===== src/rtl/array_search_stream.sv =====
// Streaming min/max search: LANES elements per beat, one {index, value, count, err} result per frame.
// Optional build macro ARRAY_SEARCH_TIE_LAST_EN makes ties resolve to the last occurrence.

module array_search_lane #(
  parameter int DWIDTH  = 8,
  parameter int AWIDTH  = 8,
  parameter int IWIDTH  = 10,
  parameter int MAX_LEN = 256,
  parameter int LANE    = 0
) (
  input  logic              keep,
  input  logic [DWIDTH-1:0] data,
  input  logic [IWIDTH-1:0] base,
  output logic              v,
  output logic [DWIDTH-1:0] d,
  output logic [AWIDTH-1:0] a
);
  localparam logic [IWIDTH-1:0] LIM = IWIDTH'(MAX_LEN);
  logic [IWIDTH-1:0] idx;

  // Elements at or past MAX_LEN still count but never compete.
  assign idx = base + IWIDTH'(LANE);
  assign v   = keep && (idx < LIM);
  assign d   = data;
  assign a   = idx[AWIDTH-1:0];
endmodule

module array_search_stream #(
  parameter int DWIDTH  = 8,
  parameter int LANES   = 4,
  parameter int MAX_LEN = 256,
  parameter int SIGNED  = 0,
  parameter int AWIDTH  = $clog2(MAX_LEN),
  parameter int CWIDTH  = $clog2(MAX_LEN+1)
) (
  input  logic                    clk,
  input  logic                    rst_n,
  input  logic                    cfg_max,
  input  logic                    s_valid,
  output logic                    s_ready,
  input  logic [LANES*DWIDTH-1:0] s_data,
  input  logic [LANES-1:0]        s_keep,
  input  logic                    s_last,
  output logic                    m_valid,
  input  logic                    m_ready,
  output logic [AWIDTH-1:0]       m_addr,
  output logic [DWIDTH-1:0]       m_data,
  output logic [CWIDTH-1:0]       m_count,
  output logic                    m_err
);
  localparam int IWIDTH = CWIDTH + $clog2(LANES+1) + 1;
  localparam int PWIDTH = $clog2(LANES+1);
  localparam int LV     = (LANES > 1) ? $clog2(LANES) : 0;
  localparam int P      = 1 << LV;
  localparam logic [IWIDTH-1:0] LIM = IWIDTH'(MAX_LEN);

  typedef enum logic {IDLE, ACC} state_t;
  state_t state, state_nxt;

  logic              rdy_q, mode_q, have_q, err_q;
  logic [DWIDTH-1:0] best_q;
  logic [AWIDTH-1:0] idx_q;
  logic [CWIDTH-1:0] cnt_q;

  logic              s_fire, mode_eff, upd;
  logic [PWIDTH-1:0] pop;
  logic [IWIDTH-1:0] base, sum;
  logic [DWIDTH-1:0] nxt_best;
  logic [AWIDTH-1:0] nxt_idx;
  logic [CWIDTH-1:0] nxt_cnt;
  logic              nxt_err;
  logic              wv;
  logic [DWIDTH-1:0] wd;
  logic [AWIDTH-1:0] wa;

  // Strictly-better test: x beats y under the current mode.
  function automatic logic beats(input logic [DWIDTH-1:0] x, input logic [DWIDTH-1:0] y,
                                 input logic mx);
    logic lt, gt;
    if (SIGNED != 0) begin
      lt = $signed(x) < $signed(y);
      gt = $signed(x) > $signed(y);
    end else begin
      lt = x < y;
      gt = x > y;
    end
    return mx ? gt : lt;
  endfunction

  assign s_ready  = rdy_q && (!m_valid || m_ready);
  assign s_fire   = s_valid && s_ready;
  assign mode_eff = (state == IDLE) ? cfg_max : mode_q;
  assign base     = IWIDTH'(cnt_q);

  // Reduction tree over lanes; level 0 holds the leaves, level LV the beat winner.
  genvar l, k;
  for (l = 0; l <= LV; l++) begin : g_lvl
    localparam int N = P >> l;
    logic [N-1:0]             v;
    logic [N-1:0][DWIDTH-1:0] d;
    logic [N-1:0][AWIDTH-1:0] a;
    for (k = 0; k < N; k++) begin : g_node
      if (l == 0) begin : g_leaf
        if (k < LANES) begin : g_lane
          array_search_lane #(
            .DWIDTH(DWIDTH), .AWIDTH(AWIDTH), .IWIDTH(IWIDTH),
            .MAX_LEN(MAX_LEN), .LANE(k)
          ) u_lane (
            .keep(s_keep[k]), .data(s_data[k*DWIDTH +: DWIDTH]), .base(base),
            .v(v[k]), .d(d[k]), .a(a[k])
          );
        end else begin : g_pad
          assign v[k] = 1'b0;
          assign d[k] = '0;
          assign a[k] = '0;
        end
      end else begin : g_cmp
        logic pick_hi;
`ifdef ARRAY_SEARCH_TIE_LAST_EN
        assign pick_hi = g_lvl[l-1].v[2*k+1] &&
                         (!g_lvl[l-1].v[2*k] ||
                          !beats(g_lvl[l-1].d[2*k], g_lvl[l-1].d[2*k+1], mode_eff));
`else
        assign pick_hi = g_lvl[l-1].v[2*k+1] &&
                         (!g_lvl[l-1].v[2*k] ||
                          beats(g_lvl[l-1].d[2*k+1], g_lvl[l-1].d[2*k], mode_eff));
`endif
        assign v[k] = g_lvl[l-1].v[2*k] | g_lvl[l-1].v[2*k+1];
        assign d[k] = pick_hi ? g_lvl[l-1].d[2*k+1] : g_lvl[l-1].d[2*k];
        assign a[k] = pick_hi ? g_lvl[l-1].a[2*k+1] : g_lvl[l-1].a[2*k];
      end
    end
  end

  assign wv = g_lvl[LV].v[0];
  assign wd = g_lvl[LV].d[0];
  assign wa = g_lvl[LV].a[0];

  always_comb begin
    pop = '0;
    for (int i = 0; i < LANES; i++) pop = pop + PWIDTH'(s_keep[i]);
  end

  always_comb begin
    upd = 1'b0;
    if (wv) begin
`ifdef ARRAY_SEARCH_TIE_LAST_EN
      upd = !have_q || !beats(best_q, wd, mode_eff);
`else
      upd = !have_q || beats(wd, best_q, mode_eff);
`endif
    end
    sum      = IWIDTH'(cnt_q) + IWIDTH'(pop);
    nxt_best = upd ? wd : best_q;
    nxt_idx  = upd ? wa : idx_q;
    nxt_cnt  = (sum > LIM) ? CWIDTH'(MAX_LEN) : sum[CWIDTH-1:0];
    nxt_err  = err_q | (sum > LIM);
  end

  always_comb begin
    state_nxt = state;
    if (s_fire) state_nxt = s_last ? IDLE : ACC;
  end

  always_ff @(posedge clk or negedge rst_n)
    if (!rst_n) state <= IDLE;
    else        state <= state_nxt;

  // best_q stays zero until the first kept element, so an empty frame reports zeros.
  always_ff @(posedge clk or negedge rst_n) begin
    if (!rst_n) begin
      rdy_q   <= 1'b0;
      mode_q  <= 1'b0;
      have_q  <= 1'b0;
      best_q  <= '0;
      idx_q   <= '0;
      cnt_q   <= '0;
      err_q   <= 1'b0;
      m_valid <= 1'b0;
      m_addr  <= '0;
      m_data  <= '0;
      m_count <= '0;
      m_err   <= 1'b0;
    end else begin
      rdy_q <= 1'b1;
      if (s_fire) begin
        if (state == IDLE) mode_q <= cfg_max;
        if (s_last) begin
          have_q <= 1'b0;
          best_q <= '0;
          idx_q  <= '0;
          cnt_q  <= '0;
          err_q  <= 1'b0;
        end else begin
          have_q <= have_q | wv;
          best_q <= nxt_best;
          idx_q  <= nxt_idx;
          cnt_q  <= nxt_cnt;
          err_q  <= nxt_err;
        end
      end
      if (s_fire && s_last) begin
        m_valid <= 1'b1;
        m_data  <= nxt_best;
        m_addr  <= nxt_idx;
        m_count <= nxt_cnt;
        m_err   <= nxt_err;
      end else if (m_ready) begin
        m_valid <= 1'b0;
      end
    end
  end
endmodule


===== config.mk =====
export PLATFORM = sky130hd
export DESIGN_NAME = array_search_stream
export DESIGN_NICKNAME = d
export VERILOG_FILES = /design/src/rtl/array_search_stream.sv
export SDC_FILE = /design/constraint.sdc
export NUM_CORES = 1
export LEC_CHECK = 0
export BUFFER_PORTS_ARGS = -buffer_cell sky130_fd_sc_hd__buf_2
export CORE_ASPECT_RATIO = 1.5
export CORE_MARGIN = 10
export CORE_UTILIZATION = 37
export CTS_BUF_LIST = sky130_fd_sc_hd__clkbuf_8
export DETAILED_ROUTE_END_ITERATION = 8
export GPL_TIMING_DRIVEN = 0
export PLACE_DENSITY = 0.6
export SLEW_MARGIN = 20
export SYNTH_ARGS = -nofsm -noshare
export SYNTH_HDL_FRONTEND = slang
export SYNTH_SLANG_ARGS = --single-unit

===== constraint.sdc =====
create_clock -name clk -period 7.49 [get_ports clk]
set_input_delay 0.3745 -clock clk [delete_from_list [all_inputs] [get_ports clk]]
set_output_delay 0.3745 -clock clk [all_outputs]
set_load 0.02 [all_outputs]

==> impl_metrics.py, run 1 <==
metrics = {
    "yosys": {
        "synthArstFlopShare_pct": 100,
        "yosys.area.top_type_share_pct": 31.7,
        "synth_xor_area_share_pct": 2.34,
        "netlist_area_sq_um": 4490,
        "syn_nets": 589,
        "synth-simple-area-share_pct": 19.1,
        "syn_avg_cell_area_sq_um": 8.86,
        "synth-edff-count": 0,
        "synth-compound-area-share_pct": 20.5,
        "syn_inst": 507,
        "synth_top_family_by_area": "compound AO/OA/AOI/OAI gates",
        "synth.distinct_cells": 70,
        "ys_seq_elements": 57,
        "muxShareOfSynthArea_pct": 8.35,
        "yosysWarnings": 0,
        "ys_seq_area_share_pct": 31.7,
        "synth_adder_area_share_pct": 11.6,
        "synthFlopType": "dfrtp_1",
        "yosys.area.top_type": "dfrtp_1",
        "ys_top_cells_by_area": "dfrtp_1, ha_1, mux2i_1, nand2_1, inv_1",
    },
    "floorplan": {
        "coreArea_sq_um": 12000,
        "dieArea_sq_um": 17000,
        "die_w_um": 110,
        "fp.dieH_um": 155,
        "io_pins": 70,
        "row_count": 49,
        "initial_core_util_pct": 37.6,
    },
    "hold_path": {
        "hold_class": "primary input to asynchronous set/reset pin",
    },
    "cts": {
        "cts_made_buffers": 9,
        "cts_buffer_depth": 2,
        "cts.clk_slew.worst_paths_ns": 0.07,
        "cts_resized": 0,
        "cts-hold-fix-buffers": 0,
        "clkLatencyLatePin_ns": 0.34,
        "ctsHtreeMaxLevel": 3,
        "cts.sinks": 57,
        "cts_tree": "yes",
        "clock-root-buffer": "clkbuf_8",
        "cts_setup_buffers": 0,
    },
    "global_route": {
        "grtUsageTotal_pct": 15.4,
        "grt_pass1_vias": 4221,
        "grt_pass1_wl_um": 20900,
        "antenna_found_initial": 0,
        "grt_max_degree": 58,
        "overflow": 0,
    },
    "power": {
        "p_int_mw": 0.782,
        "p_sw_mw": 0.560,
        "leakagePower_nw": 2.54,
        "swShare_pct": 41.7,
        "ir_drop_v": 0.000111,
        "p_comb_share_pct": 45.1,
        "finalPower_mw": 1.34,
        "power_density_nw_per_um2": 256,
        "clkPwrFrac_pct": 22.3,
        "pwr-share-seq_pct": 32.6,
    },
    "sta": {
        "setup_violations": 0,
        "fmax_mhz": 149,
        "hold_violations": 0,
        "timing.final.crit_share_pct": 89.9,
        "rsz0062_at_grt": "no",
        "setup_tns_ns": 0,
        "fin_crit_ns": 6.73,
        "slew_viol_final": 0,
        "slew_headroom_pct": 50.2,
        "finalClockSkew_ns": 0.0109,
        "worst_pin_slew_ns": 0.747,
    },
    "worst_setup_path": {
        "arrival_ns": 6.98,
        "crit_fanout": 10,
        "cp-start-kind": "flip-flop",
        "crit_required_ns": 7.74,
        "cp-end-kind": "flip-flop",
        "path_class": "flip-flop to flip-flop",
    },
    "drt": {
        "vias": 4078,
        "wl_per_cell_um": 17.2,
        "wirelength_um": 12800,
        "ant_nets": 0,
        "vias_per_cell": 5.47,
        "dr.pass1.iters": 4,
        "drtIter0Drc": 211,
        "drc": 0,
    },
    "layout": {
        "regArea_sq_um": 1430,
        "drive_gt1_share_pct": 21.6,
        "areaGrowthSynthToFinish_pct": 16.6,
        "num-fill-cells": 1219,
        "final_common_cell": "buf_2",
        "fin_cells": 745,
        "mostFrequentLayoutCells": "buf_2, nand2_1, dfrtp_1",
        "multi_input_area_sq_um": 2790,
        "diodes": 0,
        "finalNetCount": 669,
        "fin_util_pct": 43.8,
    },
    "place": {
        "placed_cells": 729,
        "io_buffers": 69,
        "gp_congestion": 0.854,
        "hpwl_um": 10300,
    },
    "outcome": {
        "status": "finished, final reports clean",
    },
    "job": {
        "maxCapViolations": 0,
    },
}
per-stage QoR:
step,instance area [sq um],hold WS [ns],worst slack [ns]
after floorplan,4490,0.0789,1.80
after global placement,5030,0.448,0.710
after global routing,5240,0.146,0.307
after CTS,5240,0.126,0.759
after detailed placement,5030,0.460,0.622
final,5240,0.0919,0.757
critical path: stages, from the launching register on:
cell	delay (ns)
dfrtp_1	0.51
inv_1	0.20
ha_1	0.29
or4_1	0.55
o21ai_2	0.17
o21ai_2	0.16
buf_4	0.23
mux2i_1	0.25
inv_1	0.08
ha_1	0.32
a21oi_1	0.15
o21ai_0	0.13
or2_2	0.28
o211ai_1	0.39
o21ai_4	0.15
buf_6	0.18
mux2i_1	0.35
ha_1	0.33
nor2b_1	0.14
o211ai_1	0.15
a21oi_1	0.10
or3_1	0.38
a32o_1	0.35
buf_2	0.22
nand2b_1	0.30
o221ai_1	0.27
cells by family after synthesis:
kind of cell / Yosys count
flops: 57
buf+inv: 66
compound gates: 123
simple gates: 172
other cells: 1
xor+xnor: 12
mux: 36
fa+ha+maj: 40
power groups by stage:
stage               registers (mW)  clock network, mW  logic [mW]
floorplan                    0.484                  0       0.376
global placement             0.440                  0       0.594
detailed placement           0.442                  0       0.610
CTS                          0.437              0.305       0.612
global route                 0.446              0.320       0.675
finish                       0.437              0.299       0.605
synthesized netlist by cell type, types with 9 or more instances:
| library cell | n |
|---|---|
| a21oi_1 | 23 |
| clkbuf_1 | 11 |
| dfrtp_1 | 57 |
| ha_1 | 37 |
| inv_1 | 43 |
| mux2i_1 | 30 |
| nand2_1 | 66 |
| nand3_1 | 22 |
| nand4_1 | 9 |
| nor2_1 | 21 |
| nor2b_1 | 10 |
| nor3_1 | 10 |
| o211ai_1 | 13 |
| o21ai_0 | 18 |
| o31ai_1 | 13 |
layer usage:
| metal | wire (um) | global-route usage [%] | vias up |
|---|---|---|---|
| met5 | 0 | 0 | - |
| met4 | 459 | 7.21 | 0 |
| met3 | 503 | 2.48 | 25 |
| met2 | 6990 | 28.3 | 91 |
| met1 | 4900 | 16.2 | 1974 |
| li1 | - | - | 1988 |
cell type report:
type / instances / area share, %
buffer: 23 / 2.22
clock buffer: 10 / 2.63
clock inverter: 6 / 1.29
inverter: 43 / 3.08
multi-input combinational: 384 / 53.2
sequential: 57 / 27.2
tap: 153 / 3.66
timing repair buffer: 69 / 6.64
registers in the layout, indices dropped and copies added, names as in the netlist:
signal / flops
err_q: 1
m_addr: 8
state: 1
rdy_q: 1
m_data: 8
m_err: 1
have_q: 1
best_q: 8
idx_q: 8
m_count: 9
cnt_q: 9
m_valid: 1
mode_q: 1
path summary, 6_finish.rpt:
path	startpoint	end	slack, ns	cells after the start
max	cnt_q[1]	best_q[2]	0.76	25
max in group asynchronous	rst_n	idx_q[0]	6.90	1
max reg2reg	cnt_q[1]	best_q[2]	0.76	25
min in group clk	m_ready	m_valid	0.31	3
min	rst_n	cnt_q[8]	0.09	1
min reg2reg	m_err	m_err	0.46	2
Power figures use the tool's default switching activity.
==> run 2: changes to the inputs <==
Settings changed: CAP_MARGIN set to 20, CORE_UTILIZATION 37 to 25, PLACE_DENSITY 0.6 to 0.46.
==> impl_metrics.py, run 2 (synthesis gave the netlist of run 1 again) <==
metrics = {
    "outcome": {
        "status": "finished, final reports clean",
    },
    "sta": {
        "finalClockSkew_ns": 0.0104,
        "rsz0062_at_grt": "no",
        "hold_violations": 0,
        "hold_slack_ns": 0.112,
        "fin_crit_ns": 6.75,
        "slew_viol_final": 0,
        "slew_headroom_pct": 48.0,
        "setup_violations": 0,
        "timing.final.crit_share_pct": 90.2,
        "worst_pin_slew_ns": 0.780,
        "fmax_mhz": 148,
        "setup_tns_ns": 0,
        "worst_slack_ns": 0.737,
    },
    "floorplan": {
        "initial_core_util_pct": 25.3,
        "row_count": 60,
        "fp.dieH_um": 184,
        "dieArea_sq_um": 23800,
        "die_w_um": 129,
        "io_pins": 70,
        "coreArea_sq_um": 17800,
    },
    "drt": {
        "dr.pass1.iters": 4,
        "vias_per_cell": 5.01,
        "vias": 4056,
        "wirelength_um": 14100,
        "ant_nets": 0,
        "drtIter0Drc": 207,
        "wl_per_cell_um": 17.5,
        "drc": 0,
    },
    "worst_setup_path": {
        "reg2reg_to": "best_q[2]",
        "endpoint": "best_q[2]",
        "path_class": "flip-flop to flip-flop",
        "crit_fanout": 10,
        "cp-end-kind": "flip-flop",
        "reg2reg_setup_slack_ns": 0.74,
        "r2r.worst_path.cells": 25,
        "r2r-start": "cnt_q[1]",
        "arrival_ns": 7.00,
        "cp-start-kind": "flip-flop",
        "startpoint": "cnt_q[1]",
        "crit_required_ns": 7.74,
    },
    "layout": {
        "stdcell_area_sq_um": 5300,
        "final_common_cell": "buf_2",
        "mostFrequentLayoutCells": "buf_2, nand2_1, dfrtp_1",
        "fin_util_pct": 29.8,
        "finalNetCount": 669,
        "drive_gt1_share_pct": 21.5,
        "top_regs": "cnt_q x9, m_count x9",
        "diodes": 0,
        "areaGrowthSynthToFinish_pct": 17.9,
    },
    "global_route": {
        "grt_pass1_vias": 4268,
        "overflow": 0,
        "grt_max_degree": 58,
        "grt_pass1_wl_um": 22300,
        "grtUsageTotal_pct": 11.9,
        "antenna_found_initial": 0,
    },
    "cts": {
        "cts.clk_slew.worst_paths_ns": 0.07,
        "cts_made_buffers": 9,
        "cts_setup_buffers": 0,
        "cts_buffer_depth": 2,
        "cts-hold-fix-buffers": 0,
        "ctsHtreeMaxLevel": 3,
        "cts.sinks": 57,
        "clkLatencyLatePin_ns": 0.35,
        "clock-root-buffer": "clkbuf_8",
        "cts_resized": 0,
        "cts_tree": "yes",
    },
    "job": {
        "maxCapViolations": 0,
    },
    "power": {
        "power_density_nw_per_um2": 249,
        "leakagePower_nw": 2.53,
        "ir_drop_v": 0.0000866,
    },
    "place": {
        "hpwl_um": 11400,
        "io_buffers": 69,
        "place_area_sq_um": 5110,
        "dp_slack_ns": 0.474,
        "gp_congestion": 0.868,
    },
    "hold_path": {
        "hold_class": "primary input to asynchronous set/reset pin",
    },
}
[run 2: metrics by stage]
step / std cells / power [mW]
floorplan: 507 / 0.860
global placement: 793 / 1.05
detailed placement: 793 / 1.06
CTS: 809 / 1.34
global route: 809 / 1.42
finish: 809 / 1.32
[run 2: how the worst min path moves through the flow]
stage,from,endpoint,slack (ns)
global placement,mode_q,mode_q,0.45
CTS,rst_n,m_valid,0.12
floorplan,rst_n,best_q[0],0.08
detailed placement,mode_q,mode_q,0.46
finish,rst_n,err_q,0.11
global route,rst_n,m_valid,0.15
[run 2: final cells by class]
class	count	area [sq um]
inverters	43	161
clock inverters	5	31.3
well taps	217	272
flip-flops and latches	57	1430
fillers	1881	12500
clock buffers	11	151
plain buffers	23	116
repair buffers	69	348
multi-input cells	384	2790
[run 2: where the power goes]
part	internal (mW)	switching (mW)	total (mW)
Combinational	0.235	0.380	0.615
Sequential	0.383	0.0523	0.436
Clock	0.136	0.133	0.269
Total	0.755	0.565	1.32
[run 2: critical path: stages, from the launching register on]
cell	delay, ns
dfrtp_1	0.49
inv_1	0.20
ha_1	0.29
or4_1	0.55
o21ai_2	0.18
o21ai_2	0.17
buf_4	0.23
mux2i_1	0.25
inv_1	0.08
ha_1	0.31
a21oi_1	0.13
o21ai_0	0.11
or2_2	0.28
o211ai_1	0.39
o21ai_4	0.15
buf_6	0.18
mux2i_1	0.36
ha_1	0.33
nor2b_1	0.14
o211ai_1	0.17
a21oi_1	0.10
or3_1	0.38
a32o_1	0.37
buf_2	0.23
nand2b_1	0.31
o221ai_1	0.27
[run 2: per-layer routing]
metal	share of wire, %	vias to the layer above	routed length (um)	track usage, %
met5	0	-	0	0
met4	2.6	0	363	4.78
met3	3.5	23	489	2.19
met2	56	81	7850	23.2
met1	38	1966	5430	12.0
li1	-	1986	-	-
